--- src/rtl/kernel_top_buff_flush_ctrl.sv ---
// Purpose: job controller that feeds N items through an external DEPTH-beat offset buffer, then flushes it with bubbles.
// Latency: item k leaves on push k+DEPTH. done pulses one cycle after the final flush push.
// Backpressure: pushes happen only with m_ready. RUN also needs s_valid. A stall freezes state and all counters.
module kernel_top_buff_flush_ctrl #(
    parameter int STREAMW  = 32,
    parameter int DEPTH    = 3,
    parameter int NITEMS_W = 16
) (
    input  logic                clk,
    input  logic                rst,
    input  logic                start,
    input  logic [NITEMS_W-1:0] nitems,
    output logic                busy,
    output logic                done,
    input  logic                s_valid,
    output logic                s_ready,
    input  logic [STREAMW-1:0]  s_data,
    output logic                b_ivalid,
    output logic [STREAMW-1:0]  b_data,
    input  logic                b_ovalid,
    input  logic [STREAMW-1:0]  b_odata,
    output logic                b_clr,
    output logic                m_valid,
    input  logic                m_ready,
    output logic [STREAMW-1:0]  m_data,
    output logic                m_last
);

    typedef enum logic [1:0] {IDLE, RUN, FLUSH, DONE} state_t;

    localparam logic [NITEMS_W-1:0] FLUSH_LAST = NITEMS_W'(DEPTH - 1);

    state_t              state;
    logic [NITEMS_W-1:0] nitems_q;
    logic [NITEMS_W-1:0] in_cnt;
    logic [NITEMS_W-1:0] out_cnt;
    logic [NITEMS_W-1:0] flush_cnt;
    logic [NITEMS_W-1:0] last_idx;
    logic                b_clr_q;
    logic                push_ok;
    logic                push;
    logic                m_xfer;

    // Push path. The buffer shifts on every strobe, so a push is only allowed
    // when downstream can take whatever falls out of the tap.
    always_comb begin
        s_ready  = 1'b0;
        b_ivalid = 1'b0;
        b_data   = '0;
        push_ok  = 1'b0;
        case (state)
            RUN: begin
                s_ready  = m_ready;
                b_ivalid = s_valid & m_ready;
                b_data   = s_data;
                push_ok  = s_valid;
            end
            FLUSH: begin
                b_ivalid = m_ready;
                push_ok  = 1'b1;
            end
            default: begin
                s_ready  = 1'b0;
                b_ivalid = 1'b0;
            end
        endcase
    end

    // The tap is only offered on cycles that would push. A stalled beat
    // therefore cannot be consumed while the buffer is not shifting.
    assign push     = b_ivalid;
    assign m_valid  = b_ovalid & push_ok;
    assign m_data   = b_odata;
    assign m_xfer   = m_valid & m_ready;
    assign last_idx = nitems_q - NITEMS_W'(1);
    assign m_last   = m_valid & (out_cnt == last_idx);
    assign busy     = (state != IDLE);
    assign done     = (state == DONE);
    assign b_clr    = b_clr_q | done;

    // b_clr holds through reset and drops on the first edge after release.
    always_ff @(posedge clk or negedge rst) begin
        if (!rst) begin
            b_clr_q <= 1'b1;
        end else begin
            b_clr_q <= 1'b0;
        end
    end

    // Job FSM and item counters. Every counter only moves on a real push or transfer.
    always_ff @(posedge clk or negedge rst) begin
        if (!rst) begin
            state     <= IDLE;
            nitems_q  <= '0;
            in_cnt    <= '0;
            out_cnt   <= '0;
            flush_cnt <= '0;
        end else begin
            case (state)
                IDLE: begin
                    if (start) begin
                        if (nitems != '0) begin
                            nitems_q  <= nitems;
                            in_cnt    <= '0;
                            out_cnt   <= '0;
                            flush_cnt <= '0;
                            state     <= RUN;
                        end else begin
                            state <= DONE;
                        end
                    end
                end
                RUN: begin
                    if (push) begin
                        in_cnt <= in_cnt + NITEMS_W'(1);
                        if (in_cnt == last_idx) begin
                            state <= FLUSH;
                        end
                    end
                    if (m_xfer) begin
                        out_cnt <= out_cnt + NITEMS_W'(1);
                    end
                end
                FLUSH: begin
                    if (push) begin
                        flush_cnt <= flush_cnt + NITEMS_W'(1);
                        if (flush_cnt == FLUSH_LAST) begin
                            state <= DONE;
                        end
                    end
                    if (m_xfer) begin
                        out_cnt <= out_cnt + NITEMS_W'(1);
                    end
                end
                DONE: begin
                    state <= IDLE;
                end
                default: begin
                    state <= IDLE;
                end
            endcase
        end
    end

endmodule

--- config.mk ---
export PLATFORM = sky130hd
export DESIGN_NAME = kernel_top_buff_flush_ctrl
export DESIGN_NICKNAME = d
export VERILOG_FILES = /design/src/rtl/kernel_top_buff_flush_ctrl.sv
export SDC_FILE = /design/constraint.sdc
export NUM_CORES = 1
export LEC_CHECK = 0
export ABC_AREA = 1
export ABC_CLOCK_PERIOD_IN_PS = 4450
export CAP_MARGIN = 10
export CORE_MARGIN = 8
export CORE_UTILIZATION = 30
export CTS_BUF_LIST = sky130_fd_sc_hd__clkbuf_2
export DETAILED_ROUTE_END_ITERATION = 16
export GPL_TIMING_DRIVEN = 0
export PLACE_DENSITY = 0.58
export SETUP_SLACK_MARGIN = 0.1
export SYNTH_ARGS = -nofsm -noshare
export SYNTH_HDL_FRONTEND = slang
export SYNTH_SLANG_ARGS = --single-unit
--- constraint.sdc ---
create_clock -name clk -period 4.45 [get_ports clk]
set_clock_uncertainty 0.1 [all_clocks]
set_input_delay 0.89 -clock clk [delete_from_list [all_inputs] [get_ports clk]]
set_output_delay 0.89 -clock clk [all_outputs]
set_load 0.01 [all_outputs]
# Yosys cells after proc, flatten, opt, wreduce, memory -nomap -nowiden
# Cells that the tools add are included.
[word_totals]
regBits = 67
inputBits = 86
out_inout_bits = 71
wordCells = 59
[op_classes]
addsub = 4
eq_ne = 13
muxes = 19
n_bitwise = 5
reduce_logical = 12
[op_table]
columns = ["cell", "count"]
rows = [
  ["$pmux 16 s2", 3],
  ["$mux 16", 5],
  ["$add 16x1->16 const B", 3],
  ["$eq 16x16->1", 2],
  ["$mux 32", 1],
  ["$eq 16x2->1 const B", 1],
  ["$reduce_bool 16->1", 1],
  ["$sub 16x1->16 const B", 1],
  ["$mux 2", 6],
  ["$ne 2x2->1 const B", 6],
  ["$reduce_and 4->1", 3],
  ["$pmux 2 s4", 1],
  ["$reduce_bool 2->1", 4],
  ["$reduce_and 5->1", 1],
  ["$and 1x1->1", 4],
  ["$eq 2x2->1 const B", 2],
  ["$pmux 1 s2", 2],
  ["$reduce_and 3->1", 1],
  ["$eq 2x1->1 const B", 1],
  ["$logic_not 2->1", 1],
  ["$ne 2x1->1 const B", 1],
  ["$reduce_or 2->1", 1],
  ["$mux 1", 1],
  ["$or 1x1->1", 1],
]

# Logic depth before layout (Yosys ltp)
# Gate-level depths: netlist of the first run.
[logic_depth]
word_depth = 6
ltp_mapped = 17
depth_no_buf = 16

# Worst setup path after synthesis of the first run
# No wires, ideal clock.
[synth_path]
kind = "flip-flop to output port"
start = "reg nitems_q[0]"
end = "out m_last"
t_arrival_ps = 1862
required_time_ps = 3460
slack_ps = 1598
path_stages_with_launch = 13
path_buffers = 1
cell_sequence = "dfrtp_1 inv_1 ha_1 buf_2 nand2_4 nor2_8 nand2_1 nand2_1 nand2_1 xor2_1 nor3_1 nand4_1 nor2_1"
[synth_via]
elab_chain_len = 3
[synth_rtl]
columns = ["element", "line", "rtl"]
rows = [
  ["from (decl)", "34", "logic [NITEMS_W-1:0] nitems_q;"],
  ["from (signal assigned)", "103", "nitems_q <= nitems;"],
  ["$sub 16x1->16", "75", "assign last_idx = nitems_q - NITEMS_W'(1);"],
  ["$eq 16x16->1", "76", "assign m_last = m_valid & (out_cnt == last_idx);"],
  ["$and 1x1->1", "76", ""],
  ["to (decl)", "26", "output logic m_last"],
]
# Every way passes these cells.

# Final worst setup path of the first run
[layout_path]
start = "reg state[1]"
end = "out m_last"
[layout_via]
elab_chain_len = 4
elab_cells_between_ends = 5
cone_classes = "eq/ne: 2; mux: 1; bitwise: 2"
[layout_rtl]
columns = ["element", "line", "rtl"]
rows = [
  ["from (decl)", "33", "state_t state;"],
  ["from (signal assigned)", "93", "state <= IDLE;"],
  ["from (signal assigned)", "107", "state <= RUN;"],
  ["from (signal assigned)", "109", "state <= DONE;"],
  ["$eq 2x2->1 or $eq 2x1->1 (tied branches)", "51", "case (state)"],
  ["$pmux 1 s2 *", "51", ""],
  ["$and 1x1->1 *", "72", "assign m_valid = b_ovalid & push_ok;"],
  ["$and 1x1->1 *", "76", ""],
]
# Every way passes the cells marked *; elsewhere a longest branch is shown, timed or not.

==> impl_summary.txt, run 1 <==
----------------------------------------------------
[Synthesis]
  Avg Inst Size Synth ... 6.78 µm²
  Most frequent cells after synthesis ... sky130_fd_sc_hd__nand2_1, sky130_fd_sc_hd__inv_1, sky130_fd_sc_hd__dfrtp_1, sky130_fd_sc_hd__nand3_1, sky130_fd_sc_hd__nor2_1
  Fraction of synthesized cell area taken by the top area cell type ... around a third
  Number of enable flip-flop cells after synthesis ... 0
  Biggest area contributors in the synthesized netlist ... sky130_fd_sc_hd__dfrtp_1, sky130_fd_sc_hd__nand2_1, sky130_fd_sc_hd__inv_1
  Number of instances in the synthesized netlist ... slightly below 800
  Main combinational cell family by area after synthesis ... simple AND/OR/NAND/NOR gates
  Adder-cell share of the synthesized area ... approximately 2.2%
  Yosys warnings ... 0
  Most instantiated library cell after synthesis ... sky130_fd_sc_hd__nand2_1
  Compound-gate portion of the synthesized area ... 9.96%
  Post-synthesis cell area ... about 5200 µm²
  Commonest register cell after synthesis ... sky130_fd_sc_hd__dfrtp_1
  Share of async-settable or async-resettable flops after synthesis ... 100%
  Cell variety after synth ... 49
  Fraction of the mapped netlist area in simple logic gates ... 36.1%
  Syn_nets ... 866
  Post-synthesis cell type with the largest combined area ... sky130_fd_sc_hd__dfrtp_1
  FF+latch count, synth ... 67
  Multiplexer area fraction after synthesis ... 0%
  Portion of the post-synthesis area used by sequential elements ... between 30% and 40%
  Post-synthesis xor/xnor area fraction ... about 3.9%

[Die]
  Die area ... approximately 22000 µm²
  Boundary Pins ... ~160
  Floorplan Core Area ... between 15000 and 20000 µm²
  FP Rows ... 48
  Die X ... ~150 µm
  Initial core utilization ... between 30% and 40%
  Vertical extent of the die ... ~150 µm

[Clock tree]
  Hold buffers post-CTS ... 0
  H-tree lvl count ... 3
  Clock transition at the register clock pins on the worst setup and hold paths after CTS ... around 0.2 ns
  Root buffer cell ... sky130_fd_sc_hd__clkbuf_2
  Source-to-sink clock delay at the later pin of the worst-skew pair ... around 0.57 ns
  TritonCTS Buffers ... 9
  CTS tree ... done
  Clock Tree Buf Depth ... 2
  Total number of clock tree sinks ... 67

[Power and ir drop]
  Peak supply drop ... 0.221 mV
  Power density relative to cell area ... slightly below 500 nW/µm²
  Reported leakage power ... roughly 0.0034 µW
  Power, Total ... 3380 µW

[Job]
  Max-cap violations ... 0

[Placed design]
  Half-perimeter wire length of the detailed placement result ... ~12000 µm
  Final Wtd Congestion ... about 0.83
  Input/output buffers ... 124

[Setup path]
  Critical path's largest stage delay ... around 0.46 ns
  Critical register-to-register path startpoint ... state[1]
  Crit path max fanout ... 17
  Critical path startpoint category ... flop
  Worst R2R End ... flush_cnt[4]
  Setup slack on the worst flop-to-flop path ... between 1.5 and 2 ns
  Critical path type ... flop to output port
  Slowest CP cell ... sky130_fd_sc_hd__dfrtp_1
  CP bufs+invs ... 3
  Number of cell instances on the worst register-to-register path ... 12
  Worst endpoint required time ... 3.46 ns
  Nature of the critical path endpoint ... output port
  Cell family contributing the most delay on the critical path ... simple AND/OR/NAND/NOR gates
  Cells traversed along the worst timing path ... inv_1, ha_1, buf_4, nand2_1, nand2_2, and3_4, nand3_1, a21oi_1, o21ai_0, nor3_2, nand4_1, nor2_1, dlymetal6s2s_1
  Arrival time reported for the critical path endpoint ... about 2.7 ns

[STA]
  Time the final worst path needs with I/O delays and setup ... around 3.7 ns
  RSZ-0062 raised after global routing ... no
  Maximum clock rate ... about 270 MHz
  Number of hold-slack violations in the final timing report ... 0
  Worst slew margin relative to its limit ... about three fifths
  Total Neg Setup Slack ... 0 ns
  Final Cycle Share ... 83.6%
  Final setup viols ... 0
  Count of pins over their slew limit ... 0
  Worst Max-Slew Pin Slew ... 0.604 ns
  Worst hold-check slack ... between 0.15 and 0.2 ns

[Min path]
  Path category of the worst min-delay check ... input port to asynchronous set/reset pin

[Final layout]
  Relative area change from synthesis to final layout ... 33.7%
  Number of nets in the layout ... between 1000 and 1500
  Count of antenna diodes in the layout ... 0
  Fraction of final layout cells with drive strength greater than 1 ... approximately a tenth
  Number of fill cells in the layout ... 1845
  Fraction of the core area covered by cells at the end of the flow ... just over 40%

[Routing]
  DRT Wirelength ... ~15000 µm
  Detailed-route wire length per cell ... between 10 and 15 µm
  Met3 routed WL ... between 600 and 700 µm
  Highest signal layer in the routed design ... met4
  Met2 Routed Length ... 7290 µm
  Count of routing violations after the opening detailed-route iteration ... 326
  Vias ... 5123
  Post-route antenna net violation count ... 0
  Routed length on met1 ... around 6500 µm
  Per-cell via count in the routed design ... roughly 4.5
  DRC errors left ... 0
  First-pass iteration count of the detailed router ... 5

[GRT]
  Grt ovf ... 0
  GRT Resource Usage Total ... between 10% and 20%
  Vias in the first global route ... between 4000 and 5000
  First-pass GRT wire length ... 24500 µm
  Antenna violations before repair ... 0
  Maximum number of pins on one net before global-route repair ... 68

[Run status]
  Outcome ... finished, final reports clean

----------------------------------------------------
-- power breakdown --
group          internal [µW]  switching, µW  total [µW]  leakage (µW)
clock                    297            250         547     0.0000997
sequential               733            170         903      0.000896
combinational            748           1180        1930       0.00237
-- final cells by class --
type                            count  area, µm²  share of cell area, %
Clock inverter                      7        140                   2.01
Inverter                          137        517                   7.40
Tap cell                          225        282                   4.03
Timing Repair Buffer              126       1280                   18.3
Buffer                             45        305                   4.37
Sequential cell                    67       1680                   24.1
Multi-Input combinational cell    521       2740                   39.2
Clock buffer                        9       45.0                  0.645
-- cells in the final DEF (no fill, tap or decap), types with 19 or more instances in the layout --
cell,n
sky130_fd_sc_hd__buf_4,35
sky130_fd_sc_hd__dfrtp_1,64
sky130_fd_sc_hd__clkdlybuf4s50_1,122
sky130_fd_sc_hd__o21ai_0,32
sky130_fd_sc_hd__a21oi_1,23
sky130_fd_sc_hd__nand2_1,203
sky130_fd_sc_hd__nand3_1,64
sky130_fd_sc_hd__nor2_1,51
sky130_fd_sc_hd__inv_1,131
sky130_fd_sc_hd__xor2_1,19
sky130_fd_sc_hd__nor3_1,27
-- cells by family after synthesis --
logic type	count (synthesis)
buf+inv	183
xor+xnor	23
flops	67
compound gates	88
other cells	1
simple gates	400
fa+ha+maj	9
-- worst max-delay path by stage --
stage	startpoint	endpoint	slack (ns)	cells after the start
after floorplan	nitems_q[0]	m_last	1.60	12
after global placement	rst	nitems_q[15]	-0.08	1
after detailed placement	s_valid	m_last	0.42	11
after CTS	nitems_q[0]	m_last	0.14	11
after global routing	state[1]	m_last	0.30	13
final	state[1]	m_last	0.73	13
-- routing by layer --
| metal | vias up | global-route usage [%] |
|---|---|---|
| met5 | - | 0 |
| li1 | 2703 | - |
| met4 | 0 | 3.77 |
| met2 | 97 | 23.0 |
| met3 | 14 | 3.33 |
| met1 | 2309 | 17.2 |
-- repair_timing --
action	4_1_cts	5_1_grt
pin swaps	0	0
setup endpoints to repair	1	2
gates resized for setup	1	7
setup buffers	0	1
-- flip-flops by register name, indices dropped and copies added (netlist names) --
name and cells:
nitems_q 16, b_clr_q 1, in_cnt 16, out_cnt 16
state 2, flush_cnt 16
-- stage by stage --
| step | instance area, µm² | std cells | worst slack, ns |
|---|---|---|---|
| after floorplan | 5230 | 771 | 1.60 |
| after global placement | 6750 | 1120 | -0.0849 |
| after detailed placement | 6770 | 1121 | 0.423 |
| after CTS | 6960 | 1137 | 0.139 |
| after global routing | 6990 | 1137 | 0.304 |
| final | 6990 | 1137 | 0.728 |
Power figures use the tool's default switching activity.
==> inputs of run 2 (changes only) <==
- ABC_CLOCK_PERIOD_IN_PS: 4450 -> 3800
- clock period: 4.45 -> 3.8 ns (I/O delays scaled with it)
==> impl_summary.txt, run 2 (synthesis results as in run 1) <==
----------------------------------------------------
[Die]
  Boundary Pins ... 157 (unchanged)
  Initial core utilization ... 30.4% (unchanged)
  FP Rows ... 48 (unchanged)
  Floorplan Core Area ... 17200 µm² (unchanged)
  Die X ... 148 µm (unchanged)
  Die area ... 21900 µm² (unchanged)
  Vertical extent of the die ... 148 µm (unchanged)

[Power and ir drop]
  Switching fraction of total power ... 46.9% (-0.50 points)
  NetSw ... 1920 µW (+20%)
  Cell Int Power ... 2180 µW (+22%)
  Part of the power in combinational logic ... 58.7% (+1.6 points)
  Reported leakage power ... 0.00341 µW (+1.3%)
  Clk network pwr share ... 15.7% (-0.5 points)
  Power, Total ... 4100 µW (+21%)
  Power density relative to cell area ... 576 nW/µm² (+19%)
  Portion of total power attributed to sequential cells ... 25.6% (-1.1 points)
  Peak supply drop ... 0.284 mV (+29%)

[Routing]
  Per-cell via count in the routed design ... 4.50 (-0.16%)
  First-pass iteration count of the detailed router ... 5 (unchanged)
  Post-route antenna net violation count ... 0 (unchanged)
  DRT Wirelength ... 14900 µm (+1.7%)
  Count of routing violations after the opening detailed-route iteration ... 320 (-1.8%)
  DRC errors left ... 0 (unchanged)
  Vias ... 5160 (+0.72%)
  Detailed-route wire length per cell ... 13.0 µm (+0.82%)

[STA]
  Final setup viols ... 0 (unchanged)
  Final Cycle Share ... roughly 92%
  Number of hold-slack violations in the final timing report ... 0 (unchanged)
  Count of pins over their slew limit ... 0 (unchanged)
  RSZ-0062 raised after global routing ... no
  Post-route setup slack ... 0.318 ns (-0.410 ns)
  Maximum clock rate ... approximately 290 MHz
  Worst Max-Slew Pin Slew ... 0.619 ns (+0.0149 ns)
  Time the final worst path needs with I/O delays and setup ... roughly 3.5 ns
  Worst slew margin relative to its limit ... 58.4% (-1.0 points)

[Setup path]
  Worst endpoint required time ... 2.94 ns (-0.52 ns)
  Critical path type ... flop to output port
  Nature of the critical path endpoint ... output port
  Arrival time reported for the critical path endpoint ... 2.62 ns (-0.11 ns)
  Crit path max fanout ... 10 (-7)
  Critical path startpoint category ... flop

[Final layout]
  Fraction of final layout cells with drive strength greater than 1 ... 12.7% (+2.2 points)
  Fraction of the core area covered by cells at the end of the flow ... 41.4% (+0.70 points)
  Relative area change from synthesis to final layout ... 36.0%
  Area used by multi-input combinational logic ... 2750 µm² (+0.50%)
  Number of fill cells in the layout ... 1832 (-0.70%)
  Count of antenna diodes in the layout ... 0 (unchanged)
  Most common cell after layout, fill and taps aside ... sky130_fd_sc_hd__nand2_1
  Area occupied by registers ... 1680 µm² (+0.22%)
  Top library cells by usage in the layout, fill and taps aside ... sky130_fd_sc_hd__nand2_1, sky130_fd_sc_hd__inv_1, sky130_fd_sc_hd__clkdlybuf4s50_1
  Final Cell Area ... 7110 µm² (+1.7%)
  Number of nets in the layout ... 1012 (+1.0%)

[Clock tree]
  Root buffer cell ... sky130_fd_sc_hd__clkbuf_2
  H-tree lvl count ... 3 (unchanged)
  TritonCTS Buffers ... 9 (unchanged)
  Clock transition at the register clock pins on the worst setup and hold paths after CTS ... 0.21 ns (about the same)
  Total number of clock tree sinks ... 67 (unchanged)
  CTS tree ... done
  Clock Tree Buf Depth ... 2 (unchanged)
  Source-to-sink clock delay at the later pin of the worst-skew pair ... 0.57 ns (about the same)

[GRT]
  GRT Resource Usage Total ... 13.8% (+0.066 points)
  First-pass GRT wire length ... 24600 µm (+0.54%)
  Maximum number of pins on one net before global-route repair ... 68 (unchanged)
  Vias in the first global route ... 4957 (+0.59%)
  Antenna violations before repair ... 0 (unchanged)
  Grt ovf ... 0 (unchanged)

[Placed design]
  Setup slack after placement ... 0.0333 ns (-0.390 ns)
  Final Wtd Congestion ... 0.830 (unchanged)
  Half-perimeter wire length of the detailed placement result ... 11900 µm (unchanged)
  Post-place instance area ... 6770 µm² (unchanged)
  Input/output buffers ... 124 (unchanged)

[Job]
  Max-cap violations ... 0 (unchanged)

[Run status]
  Outcome ... finished, final reports clean

[Min path]
  Path category of the worst min-delay check ... input port to asynchronous set/reset pin

----------------------------------------------------
-- run 2: cell count changes in the layout (fill, tap and decap cells not counted), moves of 2 or more --
cell	previous run	this run
sky130_fd_sc_hd__ha_1	9	7
sky130_fd_sc_hd__nand2_2	1	3
sky130_fd_sc_hd__buf_12	0	2
sky130_fd_sc_hd__buf_6	1	3
sky130_fd_sc_hd__buf_4	35	41
sky130_fd_sc_hd__ha_2	0	2
sky130_fd_sc_hd__dfrtp_2	2	5
sky130_fd_sc_hd__clkbuf_2	9	11
sky130_fd_sc_hd__buf_2	1	3
sky130_fd_sc_hd__nand2_1	203	201
sky130_fd_sc_hd__dfrtp_1	64	61
-- run 2: critical path, cell delays in order (launching register included) --
cell,delay [ns]
sky130_fd_sc_hd__dfrtp_1,0.46
sky130_fd_sc_hd__inv_1,0.09
sky130_fd_sc_hd__ha_1,0.16
sky130_fd_sc_hd__buf_6,0.11
sky130_fd_sc_hd__clkbuf_2,0.28
sky130_fd_sc_hd__clkbuf_2,0.28
sky130_fd_sc_hd__nand2_1,0.08
sky130_fd_sc_hd__inv_1,0.07
sky130_fd_sc_hd__clkdlybuf4s50_1,0.53
-- run 2: metrics by stage --
step | TNS, ns | hold slack, ns | std cells
floorplan | 0 | 0.352 | 771
global placement | -39.72 | 0.372 | 1120
detailed placement | 0 | 0.381 | 1121
CTS | 0 | 0.0164 | 1139
global route | 0 | 0.0194 | 1147
finish | 0 | 0.0430 | 1147
-- run 2: path summary, 6_finish.rpt --
check | startpoint | to | slack (ns) | depth (start not counted)
worst max-delay path | state[1] | b_data[23] | 0.32 | 8
worst min register to register | out_cnt[14] | out_cnt[14] | 0.43 | 2
max in group asynchronous | rst | nitems_q[5] | 3.23 | 2
worst min-delay path | rst | state[0] | 0.04 | 2
worst max register to register | nitems_q[0] | state[1] | 1.40 | 17
min in group clk | out_cnt[14] | out_cnt[14] | 0.43 | 2
-- run 2: cell type report --
cell class                 count  share of cell area [%]
clock inverter                 7                    1.97
clock buffer                   9                   0.634
tap                          225                    3.96
inverter                     137                    7.31
sequential                    67                    23.7
buffer                        46                    4.51
timing repair buffer         135                    19.2
multi-input combinational    521                    38.8
-- run 2: what timing repair did --
item | in CTS | in global routing
gates resized for setup | 12 | 14
hold buffers | 0 | 0
buffers inserted | 2 | 8
pin swaps | 2 | 3
endpoints found under the setup margin | 21 | 21
-- run 2: power by group through the flow --
stage          clock [µW]  sequential, µW  combinational [µW]
2_1_floorplan           0            1020                1540
3_3_place_gp            0            1070                2240
3_5_place_dp            0            1070                2260
4_1_cts               664            1060                2310
5_1_grt               690            1080                2700
6_report              644            1050                2400
-- run 2: per-layer routing --
layer	track usage [%]	part of all wire [%]
met5	0	0
met2	23.2	50
met1	17.3	45
met4	3.77	1.2
met3	3.33	4.4
==> inputs of run 3 (changes only) <==
- REMOVE_ABC_BUFFERS: unset -> 1
==> impl_summary.txt, run 3 (synthesis results as in run 1) <==
----------------------------------------------------
[Run status]
  Outcome ... finished, final reports clean

[GRT]
  Global-route track usage on met2 ... 21.6% (-1.6 points)
  Antenna violations before repair ... 0 (unchanged)
  Met3 capacity usage during global routing ... 4.89% (+1.6 points)
  Maximum number of pins on one net before global-route repair ... 68 (unchanged)
  Vias in the first global route ... 4572 (-7.8%)
  First-pass GRT wire length ... 24300 µm (-1.4%)
  GRT Resource Usage Total ... 13.8% (about the same)
  Most heavily used metal layer in global routing ... met2
  Met1 capacity usage during global routing ... 17.8% (+0.53 points)
  Grt ovf ... 0 (unchanged)

[Die]
  Die X ... 148 µm (unchanged)
  FP Rows ... 48 (unchanged)
  Initial core utilization ... 30.4% (unchanged)
  Vertical extent of the die ... 148 µm (unchanged)
  Die area ... 21900 µm² (unchanged)
  Boundary Pins ... 157 (unchanged)
  Floorplan Core Area ... 17200 µm² (unchanged)

[Clock tree]
  Root buffer cell ... sky130_fd_sc_hd__clkbuf_2
  TritonCTS Buffers ... 9 (unchanged)
  H-tree lvl count ... 3 (unchanged)
  CTS tree ... done
  Clock transition at the register clock pins on the worst setup and hold paths after CTS ... 0.19 ns (-0.02 ns)
  Total number of clock tree sinks ... 67 (unchanged)
  Hold buffers post-CTS ... 0 (unchanged)
  Source-to-sink clock delay at the later pin of the worst-skew pair ... 0.55 ns (-0.02 ns)
  Clock Tree Buf Depth ... 2 (unchanged)

[Placed design]
  Post-place instance area ... 6150 µm² (-9.2%)
  Input/output buffers ... 92 (-26%)
  Half-perimeter wire length of the detailed placement result ... 11500 µm (-3.4%)
  Final Wtd Congestion ... 0.849 (+2.3%)

[STA]
  Maximum clock rate ... 289 MHz (+0.77%)
  Worst slew margin relative to its limit ... 37.6% (-21 points)
  Final Cycle Share ... 90.9% (-0.70 points)
  Number of hold-slack violations in the final timing report ... 0 (unchanged)
  RSZ-0062 raised after global routing ... no
  Worst Max-Slew Pin Slew ... 0.933 ns (+0.314 ns)
  Final setup viols ... 0 (unchanged)
  Count of pins over their slew limit ... 0 (unchanged)
  Time the final worst path needs with I/O delays and setup ... 3.46 ns (-0.0267 ns)

[Final layout]
  Final Cell Area ... 6400 µm² (-10%)
  Number of nets in the layout ... 932 (-7.9%)
  Fraction of the core area covered by cells at the end of the flow ... 37.2% (-4.1 points)
  Top library cells by usage in the layout, fill and taps aside ... sky130_fd_sc_hd__nand2_1, sky130_fd_sc_hd__inv_1, sky130_fd_sc_hd__clkdlybuf4s50_1
  Fraction of final layout cells with drive strength greater than 1 ... 8.79% (-3.9 points)
  Area occupied by registers ... 1680 µm² (about the same)
  Relative area change from synthesis to final layout ... 22.4%
  Area used by multi-input combinational logic ... 2790 µm² (+1.3%)
  Number of fill cells in the layout ... 1879 (+2.6%)
  Count of antenna diodes in the layout ... 0 (unchanged)
  Most common cell after layout, fill and taps aside ... sky130_fd_sc_hd__nand2_1

[Power and ir drop]
  Power, Total ... 3770 µW (-8.1%)
  Power density relative to cell area ... 589 nW/µm² (+2.1%)
  Peak supply drop ... 0.286 mV (+0.59%)
  Reported leakage power ... 0.00304 µW (-11%)

[Setup path]
  Slowest CP cell ... sky130_fd_sc_hd__dfrtp_1
  Crit path max fanout ... 3 (-7)
  Critical path type ... flop to output port
  Critical path's largest stage delay ... 0.44 ns (-0.09 ns)
  Critical path startpoint category ... flop
  Worst endpoint required time ... 2.94 ns (about the same)
  Nature of the critical path endpoint ... output port
  CP bufs+invs ... 2 (-4)
  Cell family contributing the most delay on the critical path ... simple AND/OR/NAND/NOR gates
  Arrival time reported for the critical path endpoint ... 2.60 ns (-0.02 ns)
  Cells traversed along the worst timing path ... inv_1, ha_4, nand2_1, nand2_2, and3_4, nand3_1, a21oi_1, o21ai_0, nor3_1, nand4_1, nor2_1, clkbuf_2

[Routing]
  Per-cell via count in the routed design ... 4.63 (+2.9%)
  DRC errors left ... 0 (unchanged)
  First-pass iteration count of the detailed router ... 6 (+1)
  Vias ... 4937 (-4.3%)
  DRT Wirelength ... 15000 µm (+0.54%)
  Count of routing violations after the opening detailed-route iteration ... 277 (-13%)
  Detailed-route wire length per cell ... 14.1 µm (+8.1%)
  Post-route antenna net violation count ... 0 (unchanged)

[Min path]
  Path category of the worst min-delay check ... input port to asynchronous set/reset pin

[Job]
  Max-cap violations ... 0 (unchanged)

----------------------------------------------------
run 3: power by group:
group | switching [µW] | total [µW] | internal [µW]
Clock | 280 | 422 | 143
Sequential | 199 | 1060 | 860
Combinational | 1390 | 2280 | 898
run 3: path summary, 6_finish.rpt:
kind,cells after the start,slack [ns],start,endpoint
min,2,0.08,rst,state[0]
max in group asynchronous,2,3.20,rst,nitems_q[3]
min reg2reg,2,0.41,out_cnt[14],out_cnt[14]
max reg2reg,8,1.21,state[0],in_cnt[7]
max,12,0.34,state[1],m_last
min in group clk,2,0.41,out_cnt[14],out_cnt[14]
run 3: timing repair:
item                       CTS  global route
setup endpoints to repair    3             1
resized for setup           16             4
pin swaps                    1             1
buffers inserted             8             0
run 3: through the flow:
step / hold slack, ns / worst slack (ns) / setup TNS, ns / std cells
6_report: 0.0783 / 0.345 / 0 / 1067
5_1_grt: 0.0341 / 0.112 / 0 / 1067
4_1_cts: 0.0541 / 0.164 / 0 / 1067
3_5_place_dp: 0.374 / -0.142 / -0.142 / 1043
3_3_place_gp: 0.370 / -0.741 / -41.58 / 1042
2_1_floorplan: 0.352 / 0.548 / 0 / 725
run 3: area by class of cell:
type | instances | share of cell area, %
Tap cell | 225 | 4.40
Timing Repair Buffer | 101 | 16.0
Sequential cell | 67 | 26.3
Clock buffer | 9 | 0.704
Clock inverter | 7 | 0.919
Multi-Input combinational cell | 521 | 43.6
Inverter | 137 | 8.08
run 3: routing by layer:
| layer | share of wire [%] | wire length, µm |
|---|---|---|
| met5 | 0 | 0 |
| met3 | 6.6 | 999 |
| met2 | 47 | 7120 |
| met1 | 45 | 6760 |
| met4 | 1.0 | 153 |
run 3: worst reg2reg max path, cell delays in order (launching register included):
cell	delay, ns
sky130_fd_sc_hd__dfrtp_1	0.43
sky130_fd_sc_hd__buf_4	0.15
sky130_fd_sc_hd__ha_4	0.16
sky130_fd_sc_hd__buf_4	0.19
sky130_fd_sc_hd__buf_16	0.18
sky130_fd_sc_hd__o211ai_2	0.66
sky130_fd_sc_hd__inv_2	0.27
sky130_fd_sc_hd__a31o_2	0.28
sky130_fd_sc_hd__a21oi_1	0.12
